File: src/rtl/instruction_encoder_loader.sv
// Packs symbolic RV64 instructions into 32-bit words and streams them
// sequentially into instruction memory through a one-cycle write strobe.
module instruction_encoder_loader #(
    parameter int ADDR_W    = 8,
    parameter int DEPTH     = 256,
    parameter int BASE_ADDR = 0
) (
    input  logic              clk,
    input  logic              reset,
    input  logic              clear,
    input  logic              in_valid,
    output logic              in_ready,
    input  logic [2:0]        op,
    input  logic [4:0]        rd,
    input  logic [4:0]        rs1,
    input  logic [4:0]        rs2,
    input  logic [63:0]       imm,
    output logic              imem_we,
    output logic [ADDR_W-1:0] imem_addr,
    output logic [31:0]       imem_wdata,
    output logic [ADDR_W:0]   count,
    output logic              full,
    output logic              err,
    output logic [1:0]        err_code
);

    localparam logic [ADDR_W:0]   DEPTH_C = (ADDR_W+1)'(DEPTH);
    localparam logic [ADDR_W-1:0] BASE_C  = ADDR_W'(BASE_ADDR);

    typedef enum logic [1:0] {
        IDLE = 2'd0,
        ENC  = 2'd1,
        WR   = 2'd2
    } state_t;

    typedef enum logic [1:0] {
        FMT_I = 2'd0,
        FMT_S = 2'd1,
        FMT_B = 2'd2
    } fmt_t;

    state_t      state;
    logic        we_q;
    logic [2:0]  op_q;
    logic [4:0]  rd_q;
    logic [4:0]  rs1_q;
    logic [4:0]  rs2_q;
    logic [63:0] imm_q;

    fmt_t        fmt;
    logic [6:0]  opc;
    logic [2:0]  f3;
    logic [31:0] word;
    logic [1:0]  code;
    logic        i_ok;
    logic        b_ok;

    assign full     = (count == DEPTH_C);
    assign in_ready = (state == IDLE) && !full && !clear;
    assign imem_we  = we_q && !clear;

    // Sign-extension check: the bits above the field must all match its sign bit.
    assign i_ok = (&imm_q[63:11]) || !(|imm_q[63:11]);
    assign b_ok = (&imm_q[63:12]) || !(|imm_q[63:12]);

    always_comb begin
        fmt = FMT_I;
        opc = 7'b0010011;
        f3  = 3'b000;
        case (op_q)
            3'd0: f3 = 3'b000;
            3'd1: f3 = 3'b100;
            3'd2: f3 = 3'b110;
            3'd3: f3 = 3'b111;
            3'd4: begin
                opc = 7'b0000011;
                f3  = 3'b011;
            end
            3'd5: begin
                fmt = FMT_S;
                opc = 7'b0100011;
                f3  = 3'b011;
            end
            3'd6: begin
                fmt = FMT_B;
                opc = 7'b1100011;
                f3  = 3'b000;
            end
            default: ;
        endcase
    end

    always_comb begin
        word = '0;
        case (fmt)
            FMT_S:
                word = {imm_q[11:5], rs2_q, rs1_q, f3, imm_q[4:0], opc};
            FMT_B:
                word = {imm_q[12], imm_q[10:5], rs2_q, rs1_q, f3,
                        imm_q[4:1], imm_q[11], opc};
            default:
                word = {imm_q[11:0], rs1_q, f3, rd_q, opc};
        endcase
    end

    always_comb begin
        code = 2'b00;
        if (op_q == 3'd7)
            code = 2'b11;
        else if (fmt == FMT_B && imm_q[0])
            code = 2'b10;
        else if (fmt == FMT_B ? !b_ok : !i_ok)
            code = 2'b01;
    end

    always_ff @(posedge clk or posedge reset) begin
        if (reset) begin
            state      <= IDLE;
            we_q       <= 1'b0;
            imem_addr  <= '0;
            imem_wdata <= '0;
            count      <= '0;
            err        <= 1'b0;
            err_code   <= 2'b00;
            op_q       <= '0;
            rd_q       <= '0;
            rs1_q      <= '0;
            rs2_q      <= '0;
            imm_q      <= '0;
        end else if (clear) begin
            // Abandons any in-flight instruction; err_code keeps the last reason.
            state <= IDLE;
            we_q  <= 1'b0;
            count <= '0;
            err   <= 1'b0;
        end else begin
            case (state)
                IDLE: begin
                    we_q <= 1'b0;
                    if (in_valid && in_ready) begin
                        op_q  <= op;
                        rd_q  <= rd;
                        rs1_q <= rs1;
                        rs2_q <= rs2;
                        imm_q <= imm;
                        state <= ENC;
                    end
                end
                ENC: begin
                    if (code != 2'b00) begin
                        err      <= 1'b1;
                        err_code <= code;
                        state    <= IDLE;
                    end else begin
                        imem_wdata <= word;
                        imem_addr  <= BASE_C + count[ADDR_W-1:0];
                        we_q       <= 1'b1;
                        state      <= WR;
                    end
                end
                WR: begin
                    we_q  <= 1'b0;
                    state <= IDLE;
                    if (count != DEPTH_C)
                        count <= count + 1'b1;
                end
                default: begin
                    we_q  <= 1'b0;
                    state <= IDLE;
                end
            endcase
        end
    end

endmodule

File: config.mk
export PLATFORM = sky130hd
export DESIGN_NAME = instruction_encoder_loader
export DESIGN_NICKNAME = d
export VERILOG_FILES = /design/src/rtl/instruction_encoder_loader.sv
export SDC_FILE = /design/constraint.sdc
export NUM_CORES = 1
export LEC_CHECK = 0
export ABC_CLOCK_PERIOD_IN_PS = 5070
export CORE_MARGIN = 1.5
export CORE_UTILIZATION = 45
export DETAILED_ROUTE_END_ITERATION = 8
export DONT_BUFFER_PORTS = 1
export GPL_ROUTABILITY_DRIVEN = 0
export RECOVER_POWER = 50
export SYNTH_ARGS = -nofsm -noshare
export SYNTH_HDL_FRONTEND = slang
export SYNTH_SLANG_ARGS = --single-unit
File: constraint.sdc
create_clock -name clk -period 5.07 [get_ports clk]
set_clock_uncertainty 0.05 [all_clocks]
set_input_delay 0.7605 -clock clk [delete_from_list [all_inputs] [get_ports clk]]
set_output_delay 0.7605 -clock clk [all_outputs]
set_load 0.005 [all_outputs]
# Word-level counts from Yosys, hierarchy flattened
# Index checks and enable logic that the tools add are counted.
# op_classes
n_eq_ne,15
n_addsub,1
n_reduce_logical,29
n_bitwise,2
mux,21
# op_table
cell,count
$pmux W32 S2,1
$reduce_and A53 Y1,1
$reduce_or A53 Y1,1
$reduce_and A52 Y1,1
$reduce_or A52 Y1,1
$mux W9,3
$pmux W7 S3,1
$eq A3 B3 Y1 const B,4
$pmux W3 S4,1
$mux W2,5
$reduce_bool A2 Y1,5
$add A9 B1 Y9 const B,1
$eq A9 B9 Y1 const B,1
$ne A9 B9 Y1 const B,1
$reduce_and A3 Y1,3
$mux W1,8
$pmux W2 S2,2
$eq A3 B2 Y1 const B,2
$logic_not A1 Y1,6
$logic_and A1 B1 Y1,5
$eq A2 B1 Y1 const B,2
$eq A2 B2 Y1 const B,2
$reduce_and A2 Y1,2
$eq A3 B1 Y1 const B,1
6 further kinds,8
# word_totals
elab_cells,80
regBits,137

# Logic depth before layout (Yosys ltp)
# Gate-level depths: netlist of run 1.
# logic_depth
ltp_word,12
ltp_mapped,10
depth_no_buf,8

# Worst setup path before layout of run 1
# No wires, ideal clock.
# synth_path
path_kind,register -> register
startpoint,reg op_q[1]
endpoint,reg imem_wdata[10]
required_time_ns,4.895
setup_time_ns,0.125
path_stages_with_launch,9
t_arrival_ns,2.244
synth_period_minus_slack_ns,2.419
setup_slack_ns,2.651
n_path_buf,1
path_cell_list,dfrtp_1 > nand2b_1 > or2_2 > ha_1 > or2_2 > a2bb2oi_2 > nand4_4 > buf_6 > mux2_4
# synth_via
elab_chain_len,10
word_cells_on_any_way,15
cone_classes,eq/ne (5); mux (6); bitwise (1); reduce/logical (3)
# synth_rtl
item,line_no,text
start: declaration,44,logic [2:0] op_q;
start signal: assignment,141,op_q <= op;
$eq A3 B3 Y1,70,case (op_q)
$pmux W2 S2,70,
$eq A2 B2 Y1,"95, 110, 112",
$mux W1 (2 in series),112,else if (fmt == FMT_B ? !b_ok : !i_ok)
$mux W2,110,else if (fmt == FMT_B && imm_q[0])
$mux W2,108,if (op_q == 3'd7)
$reduce_bool A2 Y1,150,if (code != 2'b00) begin
$not A1 Y1 (no line),-,
$reduce_and A3 Y1 (no line),-,
end signal: assignment,155,imem_wdata <= word;
end: declaration,20,"output logic [31:0] imem_wdata,"
# Several ways; a longest one is shown, not always the timed one.
# A chain may end at the register's enable or synchronous reset.

==> summary.txt, run 1 <==
Critical path
  • Critical path buffers and inverters: 2
  • Critical path's top delay family: buffers and inverters
  • Worst setup EP type: async pin
  • Crit path DAT: 3.76 ns
  • CP Data Required Time: 5.51 ns
  • CP max stage delay: 2.13 ns
  • Worst setup SP type: primary input
  • Peak fanout along the critical path: 83
  • Crit-path cells: inv_1, buf_4
  • CP max stage cell: inv_1
  • Critical path type: primary input to async pin

GRT
  • Antenna violations before repair: 6
  • Vias in the first global route: 3361
  • Largest net degree at the start of global routing: 85
  • Gr usage total: 17.4%
  • GRT overflow: 0
  • Busiest grt layer: met2
  • Met3 Track Usage GR: 8.77%
  • First-pass GRT wire length: 17500 microns
  • Met1 usage: 21.5%
  • GRT met2 Usage: 26.2%

Placed design
  • DP Wirelength: 7660 microns
  • Worst slack at placement: 1.77 ns
  • IO buf count: 0

Synthesis
  • Syn Inst Count: 409
  • Register bit total from synthesis: 134
  • Async SR Flop Fraction: 100%
  • Cell Area, Synth: 5770 sq um
  • Post-Syn Area per Cell: 14.1 sq um
  • Commonest cells post-synth: 134 x dfrtp_1, 51 x mux2_1, 37 x mux2_2, 27 x mux2_4, 17 x nand4_1
  • Seq/Total Area, Yosys: 58.1%
  • Top post-synthesis cells by area: dfrtp_1 58%, mux2_1 10%, mux2_2 7.2%, mux2_4 7.0%, nand4_1 1.8%
  • Post-synthesis cell type count: 41
  • Number of enable flip-flop cells after synthesis: 0
  • Top-count cell post-synth: dfrtp_1
  • Yosys warns: 0
  • Post-synth top area share: 58.1%
  • Synth Flop Type: dfrtp_1
  • Most area-hungry cell type in the Yosys netlist: dfrtp_1

Pwr
  • Power Dens Cells: 423 nW/um^2
  • Pleak: 2.91 nW
  • Peak VDD IR: 0.357 mV
  • Total power after layout: 2.75 mW

Drt
  • Via count: 3267
  • Total Routed Length: 11200 microns
  • Vias per cell: 5.43
  • DRC Markers: 0
  • Avg WL per Cell: 18.5 microns
  • Initial DRC count: 153
  • DR pass1 iterations: 4
  • Antenna-violating nets left: 0

Timing
  • Fin Setup TNS: 0 ns
  • Fmax: 301 MHz
  • Final setup fails: 0
  • Tmin final: 3.32 ns
  • Least-Margin Pin Slew: 3.07 ns
  • Unrepaired setup endpoints after global routing: false
  • Final worst-path cycle share: 65.5%
  • Hold Slack: 0.353 ns
  • Final worst slack: 1.75 ns
  • Slew Limit Fails: 84
  • Max_slew headroom: -105%
  • Final hold viol count: 0

Clocking
  • Resize count post-CTS: 0
  • CTS sink cnt: 134
  • Htree depth: 4
  • Clk_lat worst skew: 0.41 ns
  • Clock buffer depth: 2
  • CTS Buf Count: 17
  • CTS tree: done
  • Cts-stage hold buffer count: 0
  • Postcts setup bufs: 0
  • Clock slew seen by the registers of the worst setup and hold paths: 0.06 ns
  • Clock root buffer: clkbuf_16

Final layout
  • Synth-to-layout area growth: 12.7%
  • Final net count: 505
  • Reg area: 3350 sq um
  • Filler cells: 1110
  • Layout cells sized above 1: 24.4%
  • Multi-input logic area: 2280 sq um

Floorplan
  • Rows: 41
  • Die W: 116 microns
  • CORE AREA: 12600 sq um
  • Total die area: 13500 sq um
  • # IOs: 141
  • Initial core utilization: 45.9%
  • Die Y: 116 microns

Run status
  • Outcome: complete, but fails checks
  • Violated checks: max-capacitance violations, max-slew violations

Run
  • Max_cap viols: 1

Min path
  • HP Class: primary input to flip-flop
==> placed cells by master (no fill, tap or decap), types with 2 or more instances in the layout <==
cell type,n
a21oi_1,4
a22o_1,10
and2_1,2
and3_1,2
bufinv_16,2
clkbuf_16,17
clkbuf_8,3
clkinv_2,2
clkinv_4,2
clkinvlp_4,5
conb_1,2
dfrtp_1,134
diode_2,4
ha_1,6
inv_1,9
mux2_1,51
mux2_2,37
mux2_4,27
mux2i_1,2
nand2_1,15
nand2b_1,3
nand3_1,4
nand4_1,17
nor2_1,14
nor2b_1,2
nor4_1,16
o211ai_1,2
o21ai_0,9
or2_2,3
or3_1,2
xor2_1,5
==> final cells by class <==
type | count | area share (%)
inverters | 9 | 0.520
diodes | 4 | 0.154
flip-flops and latches | 134 | 51.6
repair buffers | 1 | 0.116
well taps | 172 | 3.31
clock inverters | 11 | 1.93
multi-input cells | 250 | 35.1
clock buffers | 21 | 7.24
==> sequential cells by signal, summed over array words and instances (netlist names), 3 cells and up <==
register and flops:
count 9, imem_addr 8, imem_wdata 29, imm_q 64, op_q 3, rd_q 5, rs1_q 5, rs2_q 5
==> through the flow <==
step | util (%) | std cells | instance area, sq um
finish | 51.7 | 602 | 6500
detailed placement | 46.9 | 566 | 5900
global placement | 46.9 | 566 | 5900
CTS | 51.7 | 598 | 6490
global route | 51.7 | 600 | 6490
floorplan | - | 410 | 5770
==> report_power, final <==
group	switching, mW	leakage, nW	internal (mW)
logic	0.114	0.958	0.131
registers	0.0980	1.68	1.20
clock network	0.447	0.277	0.761
total	0.659	2.91	2.09
==> kinds of logic (layout without fill, tap and decap cells) <==
logic type / Yosys count / after routing / share of synthesized area (%)
other: 1 / 6 / 0.0650
adders and majority gates: 6 / 6 / 1.30
muxes: 117 / 117 / 24.6
DFF: 134 / 134 / 58.1
xor gates and xnor gates: 6 / 6 / 0.911
buffers and inverters: 26 / 42 / 2.43
and+or+nand+nor: 88 / 88 / 8.70
AOI/OAI and AO/OA: 31 / 31 / 3.88
==> worst reg2reg max path, delay by kind of cell (launching register included) <==
kind             cells  cell delay (ns)
multiplexers         1             0.58
AO/OA/AOI/OAI        1             0.32
AND/OR/NAND/NOR      4             1.76
flip-flops           1             0.40
==> layer usage <==
layer	up-vias	part of all wire [%]
met3	20	8.2
met1	1637	43
met4	6	1.5
li1	1509	-
met2	95	47
met5	-	0.32
==> final timing paths <==
kind | start | endpoint | slack, ns | cells after the start
worst max-delay path | reset | imem_wdata[17]$_DFFE_PP0P_ | 1.75 | 2
worst min-delay path | clear | count[3]$_DFFE_PP0P_ | 0.35 | 1
worst max register to register | imm_q[53]$_DFFE_PP0P_ | imem_wdata[16]$_DFFE_PP0P_ | 1.84 | 6
worst min register to register | imm_q[9]$_DFFE_PP0P_ | imm_q[9]$_DFFE_PP0P_ | 0.43 | 1
max in group clk | imm_q[53]$_DFFE_PP0P_ | imem_wdata[16]$_DFFE_PP0P_ | 1.84 | 6
min in group asynchronous | reset | imm_q[38]$_DFFE_PP0P_ | 1.30 | 1
No activity file was read; power rests on OpenSTA's default activity.
==> run 2: changes to the inputs <==
- ABC_CLOCK_PERIOD_IN_PS: 5070 -> 3340
- clock period: 5.07 -> 3.34 ns (I/O delays scaled with it)
==> summary.txt, run 2 (synthesized netlist as in run 1, its figures left out) <==
Critical path
  • Critical path type: flip-flop to flip-flop
  • CP max stage cell: dfrtp_1
  • Critical path's top delay family: simple AND/OR/NAND/NOR gates
  • Worst setup SP type: flip-flop
  • Crit path DAT: 3.00 ns
  • Crit-path cells: nand2b_1, or2_2, ha_1, a32oi_1, nand4_4, buf_12, mux2_4
  • Peak fanout along the critical path: 28
  • Critical path buffers and inverters: 1
  • CP Data Required Time: 3.59 ns
  • Worst R2R Setup Slack: 0.58 ns
  • Worst setup EP type: flip-flop
  • CP max stage delay: 0.45 ns

Pwr
  • Power Dens Cells: 652 nW/um^2
  • Logic pwr share: 8.7%
  • Part of the power in the clock network: 45.4%
  • Switching power: 1.01 mW
  • Int Pwr: 3.28 mW
  • Peak VDD IR: 0.502 mV
  • Switching share of power: 23.5%
  • Share of total power in sequential cells: 45.9%
  • Pleak: 2.96 nW

Timing
  • Final setup fails: 0
  • Final worst-path cycle share: 82.5%
  • Unrepaired setup endpoints after global routing: false
  • Fin Setup TNS: 0 ns
  • Slew Limit Fails: 42
  • Max_slew headroom: -21.2%
  • Fmax: 363 MHz
  • Tmin final: 2.76 ns
  • Hold Slack: 0.0908 ns
  • Final hold viol count: 0
  • Least-Margin Pin Slew: 1.81 ns

Final layout
  • Largest Register: imm_q
  • Fin cells: 606
  • Most common cell after layout, fill and taps aside: dfrtp_1
  • Max reg flops: 64
  • Layout cells sized above 1: 25.3%
  • Most frequent cells in the layout: 134 x dfrtp_1, 51 x mux2_1, 37 x mux2_2
  • Final Util: 52.3%
  • Final net count: 510
  • Top Registers: imm_q x64, imem_wdata x29, count x9
  • Design area: 6580 sq um
  • Filler cells: 1053
  • Synth-to-layout area growth: 14.1%

Floorplan
  • Die Y: 116 microns
  • Total die area: 13500 sq um
  • Die W: 116 microns
  • CORE AREA: 12600 sq um
  • Initial core utilization: 45.9%
  • # IOs: 141
  • Rows: 41

Run
  • Max_cap viols: 1

Clocking
  • CTS tree: done
  • Clk_lat worst skew: 0.42 ns
  • CTS sink cnt: 134
  • Htree depth: 4
  • Clock root buffer: clkbuf_16
  • Clock buffer depth: 2
  • Clock slew seen by the registers of the worst setup and hold paths: 0.06 ns
  • Resize count post-CTS: 0
  • Postcts setup bufs: 0
  • CTS Buf Count: 17
  • Cts-stage hold buffer count: 0

Drt
  • Antenna-violating nets left: 0
  • Vias per cell: 5.44
  • Avg WL per Cell: 18.5 microns
  • Via count: 3299
  • Total Routed Length: 11200 microns
  • Initial DRC count: 187
  • DR pass1 iterations: 4
  • DRC Markers: 0

Placed design
  • DP Wirelength: 8040 microns
  • Post-DP Area: 5970 sq um
  • Placed cell count: 571
  • IO buf count: 0

GRT
  • Gr usage total: 17.8%
  • First-pass GRT wire length: 17900 microns
  • Vias in the first global route: 3357
  • Antenna violations before repair: 4
  • Largest net degree at the start of global routing: 43
  • GRT overflow: 0

Run status
  • Violated checks: max-capacitance violations, max-slew violations
  • Outcome: complete, but fails checks

Min path
  • HP Class: primary input to flip-flop
[run 2: cell count changes in the layout (fill, tap and decap cells not counted), sizes merged]
cell      before  now
buf            1    3
bufinv         2    4
clkinv         4    6
clkbuf        21   22
clkinvlp       5    4
diode          4    3
inv            9    8
[run 2: power groups by stage]
stage | Clock [mW] | Combinational, mW | Sequential (mW)
floorplan | 0 | 0.324 | 1.95
global placement | 0 | 0.375 | 1.98
detailed placement | 0 | 0.387 | 2.00
CTS | 2.00 | 0.388 | 1.97
global route | 2.06 | 0.429 | 2.00
finish | 1.95 | 0.374 | 1.97
[run 2: path summary, 6_finish.rpt]
check | startpoint | cells past startpoint | end
worst min-delay path | clear | 1 | count[1]$_DFFE_PP0P_
worst max-delay path | op_q[1]$_DFFE_PP0P_ | 7 | imem_wdata[15]$_DFFE_PP0P_
min in group asynchronous | reset | 1 | rs1_q[4]$_DFFE_PP0P_
worst min register to register | imm_q[10]$_DFFE_PP0P_ | 1 | imm_q[10]$_DFFE_PP0P_
max in group asynchronous | reset | 2 | imem_addr[5]$_DFFE_PP0P_
worst max register to register | op_q[1]$_DFFE_PP0P_ | 7 | imem_wdata[15]$_DFFE_PP0P_
[run 2: final cells by class]
class	count	area (sq um)	share of cell area (%)
Timing Repair Buffer	6	61.3	0.932
Multi-Input combinational cell	250	2280	34.7
Tap cell	172	215	3.27
Clock buffer	19	443	6.73
Antenna cell	3	7.51	0.114
Inverter	9	35.0	0.533
Clock inverter	13	180	2.74
Sequential cell	134	3350	51.0
[run 2: stage by stage]
stage | worst slack, ns | power, mW
after floorplan | 0.921 | 2.27
after global placement | 0.658 | 2.36
after detailed placement | 0.582 | 2.38
after CTS | 0.573 | 4.35
after global routing | 0.437 | 4.49
final | 0.585 | 4.29
[run 2: layer usage]
layer  routed length, microns  vias up  share of wire (%)  track usage [%]
met5                       13        -               0.12                0
met4                      263        2                2.3             7.89
met3                     1030       21                9.2             8.67
met2                     5040       96                 45             25.8
met1                     4890     1663                 44             22.6
li1                         -     1517                  -                -
==> run 3: changes to the inputs <==
- ABC_CLOCK_PERIOD_IN_PS: 3340 -> 2600
- clock period: 3.34 -> 2.6 ns (I/O delays scaled with it)
==> summary.txt, run 3 (synthesized netlist as in run 1, its figures left out) <==
Run status
  • Outcome: complete, but fails checks
  • Violated checks: max-capacitance violations, max-slew violations

Critical path
  • Crit-path cells: inv_1, or2_2, ha_1, or2_2, a2bb2oi_2, nand4_4, buf_12, mux2_4
  • Peak fanout along the critical path: 21
  • Critical path origin: op_q[0]$_DFFE_PP0P_
  • Crit path DAT: 2.69 ns
  • CP Depth: 8
  • Critical path type: flip-flop to flip-flop
  • CP max stage cell: dfrtp_1
  • Worst setup SP type: flip-flop
  • Most used cell, CP: or2_2
  • Worst setup endpoint: imem_wdata[18]$_DFFE_PP0P_
  • Critical path buffers and inverters: 2
  • CP max stage delay: 0.43 ns
  • Critical path's top delay family: simple AND/OR/NAND/NOR gates
  • Worst setup EP type: flip-flop
  • CP Data Required Time: 2.85 ns
  • Critical R2R Capture: imem_wdata[18]$_DFFE_PP0P_
  • Worst R2R Start: op_q[0]$_DFFE_PP0P_
  • R2r worst-path depth: 8
  • Worst R2R Setup Slack: 0.16 ns

Pwr
  • Peak VDD IR: 0.522 mV
  • Power Dens Cells: 834 nW/um^2
  • Pleak: 3.05 nW

Min path
  • HP Class: primary input to flip-flop

Floorplan
  • Rows: 41
  • Die Y: 116 microns
  • Initial core utilization: 45.9%
  • # IOs: 141
  • Die W: 116 microns
  • CORE AREA: 12600 sq um
  • Total die area: 13500 sq um

Drt
  • Total Routed Length: 11400 microns
  • Via count: 3357
  • Vias per cell: 5.44
  • DRC Markers: 0
  • Antenna-violating nets left: 0
  • DR pass1 iterations: 4
  • Avg WL per Cell: 18.4 microns
  • Initial DRC count: 181

Timing
  • Max_slew headroom: -21.5%
  • Final hold viol count: 0
  • Final setup fails: 0
  • Fin Setup TNS: 0 ns
  • Tmin final: 2.44 ns
  • Final worst-path cycle share: 93.9%
  • Fmax: 409 MHz
  • Unrepaired setup endpoints after global routing: false
  • Least-Margin Pin Slew: 1.82 ns
  • Hold Slack: 0.0442 ns
  • Slew Limit Fails: 135

GRT
  • Vias in the first global route: 3365
  • First-pass GRT wire length: 18100 microns
  • Largest net degree at the start of global routing: 135
  • Antenna violations before repair: 3
  • GRT overflow: 0
  • Gr usage total: 18.2%

Clocking
  • Clk_lat worst skew: 0.41 ns
  • Clock root buffer: clkbuf_16
  • Clock slew seen by the registers of the worst setup and hold paths: 0.06 ns
  • CTS sink cnt: 134
  • Postcts setup bufs: 0
  • Clock buffer depth: 2
  • CTS Buf Count: 17
  • CTS tree: done
  • Htree depth: 4

Final layout
  • Final Util: 53.5%
  • Synth-to-layout area growth: 16.6%
  • Max reg flops: 64
  • Largest Register: imm_q
  • Final net count: 523
  • Most frequent cells in the layout: 134 x dfrtp_1, 51 x mux2_1, 37 x mux2_2
  • Top Registers: imm_q x64, imem_wdata x29, count x9
  • Layout cells sized above 1: 28.2%
  • Most common cell after layout, fill and taps aside: dfrtp_1

Run
  • Max_cap viols: 1

Placed design
  • DP Wirelength: 7900 microns
  • IO buf count: 0
==> run 3: cell types whose count changed in the layout (fill, tap and decap cells not counted), moves of 2 or more <==
| cell | change |
|---|---|
| buf_4 | +13 |
| clkbuf_1 | -2 |
| clkbuf_2 | -2 |
| clkbuf_8 | +2 |
| clkinvlp_4 | -2 |
| diode_2 | -2 |
| nor4_1 | -2 |
| nor4_2 | +2 |
==> run 3: layout make-up <==
type                       count  area (sq um)
antenna                        1          2.50
clock buffer                  20           467
clock inverter                12           174
fill                        1077          5840
inverter                       9          35.0
multi-input combinational    250          2290
sequential                   134          3350
tap                          172           215
timing repair buffer          19           183
==> run 3: repair_timing <==
item | CTS | global route
endpoints found under the hold margin | 9 | 0
hold buffers | 1 | 0
setup endpoints to repair | 0 | 26
gates resized for setup | 0 | 2
==> run 3: how the worst min path moves through the flow <==
stage | from | to | slack (ns) | cells after the start
6_report | clear | err$_DFFE_PP0P_ | 0.04 | 1
5_1_grt | imm[38] | imm_q[38]$_DFFE_PP0P_ | 0.03 | 1
4_1_cts | clear | err$_DFFE_PP0P_ | 0.03 | 1
3_5_place_dp | clear | count[6]$_DFFE_PP0P_ | 0.41 | 1
3_3_place_gp | clear | count[6]$_DFFE_PP0P_ | 0.41 | 1
2_1_floorplan | imm_q[10]$_DFFE_PP0P_ | imm_q[10]$_DFFE_PP0P_ | 0.40 | 1
==> run 3: through the flow <==
step | power [mW] | instance area [sq um] | setup slack, ns | std cells
floorplan | 2.92 | 5770 | 0.181 | 410
global placement | 3.06 | 6070 | 0.0808 | 583
detailed placement | 3.10 | 6070 | 0.0692 | 583
CTS | 5.68 | 6720 | 0.0371 | 616
global route | 5.89 | 6720 | 0.0195 | 616
finish | 5.61 | 6720 | 0.158 | 617
==> run 3: per-layer routing <==
layer	up-vias	share of wire (%)	wire [microns]	global-route usage, %
met2	95	46	5230	26.5
met1	1702	43	4870	23.0
li1	1539	-	-	-
met5	-	0.23	26	0
met3	17	9.4	1070	9.96
met4	4	1.5	167	6.34
==> run 3: report_power, final <==
group / switching (mW) / internal [mW]
sequential: 0.192 / 2.34
combinational: 0.239 / 0.289
clock: 0.875 / 1.68
total: 1.31 / 4.30
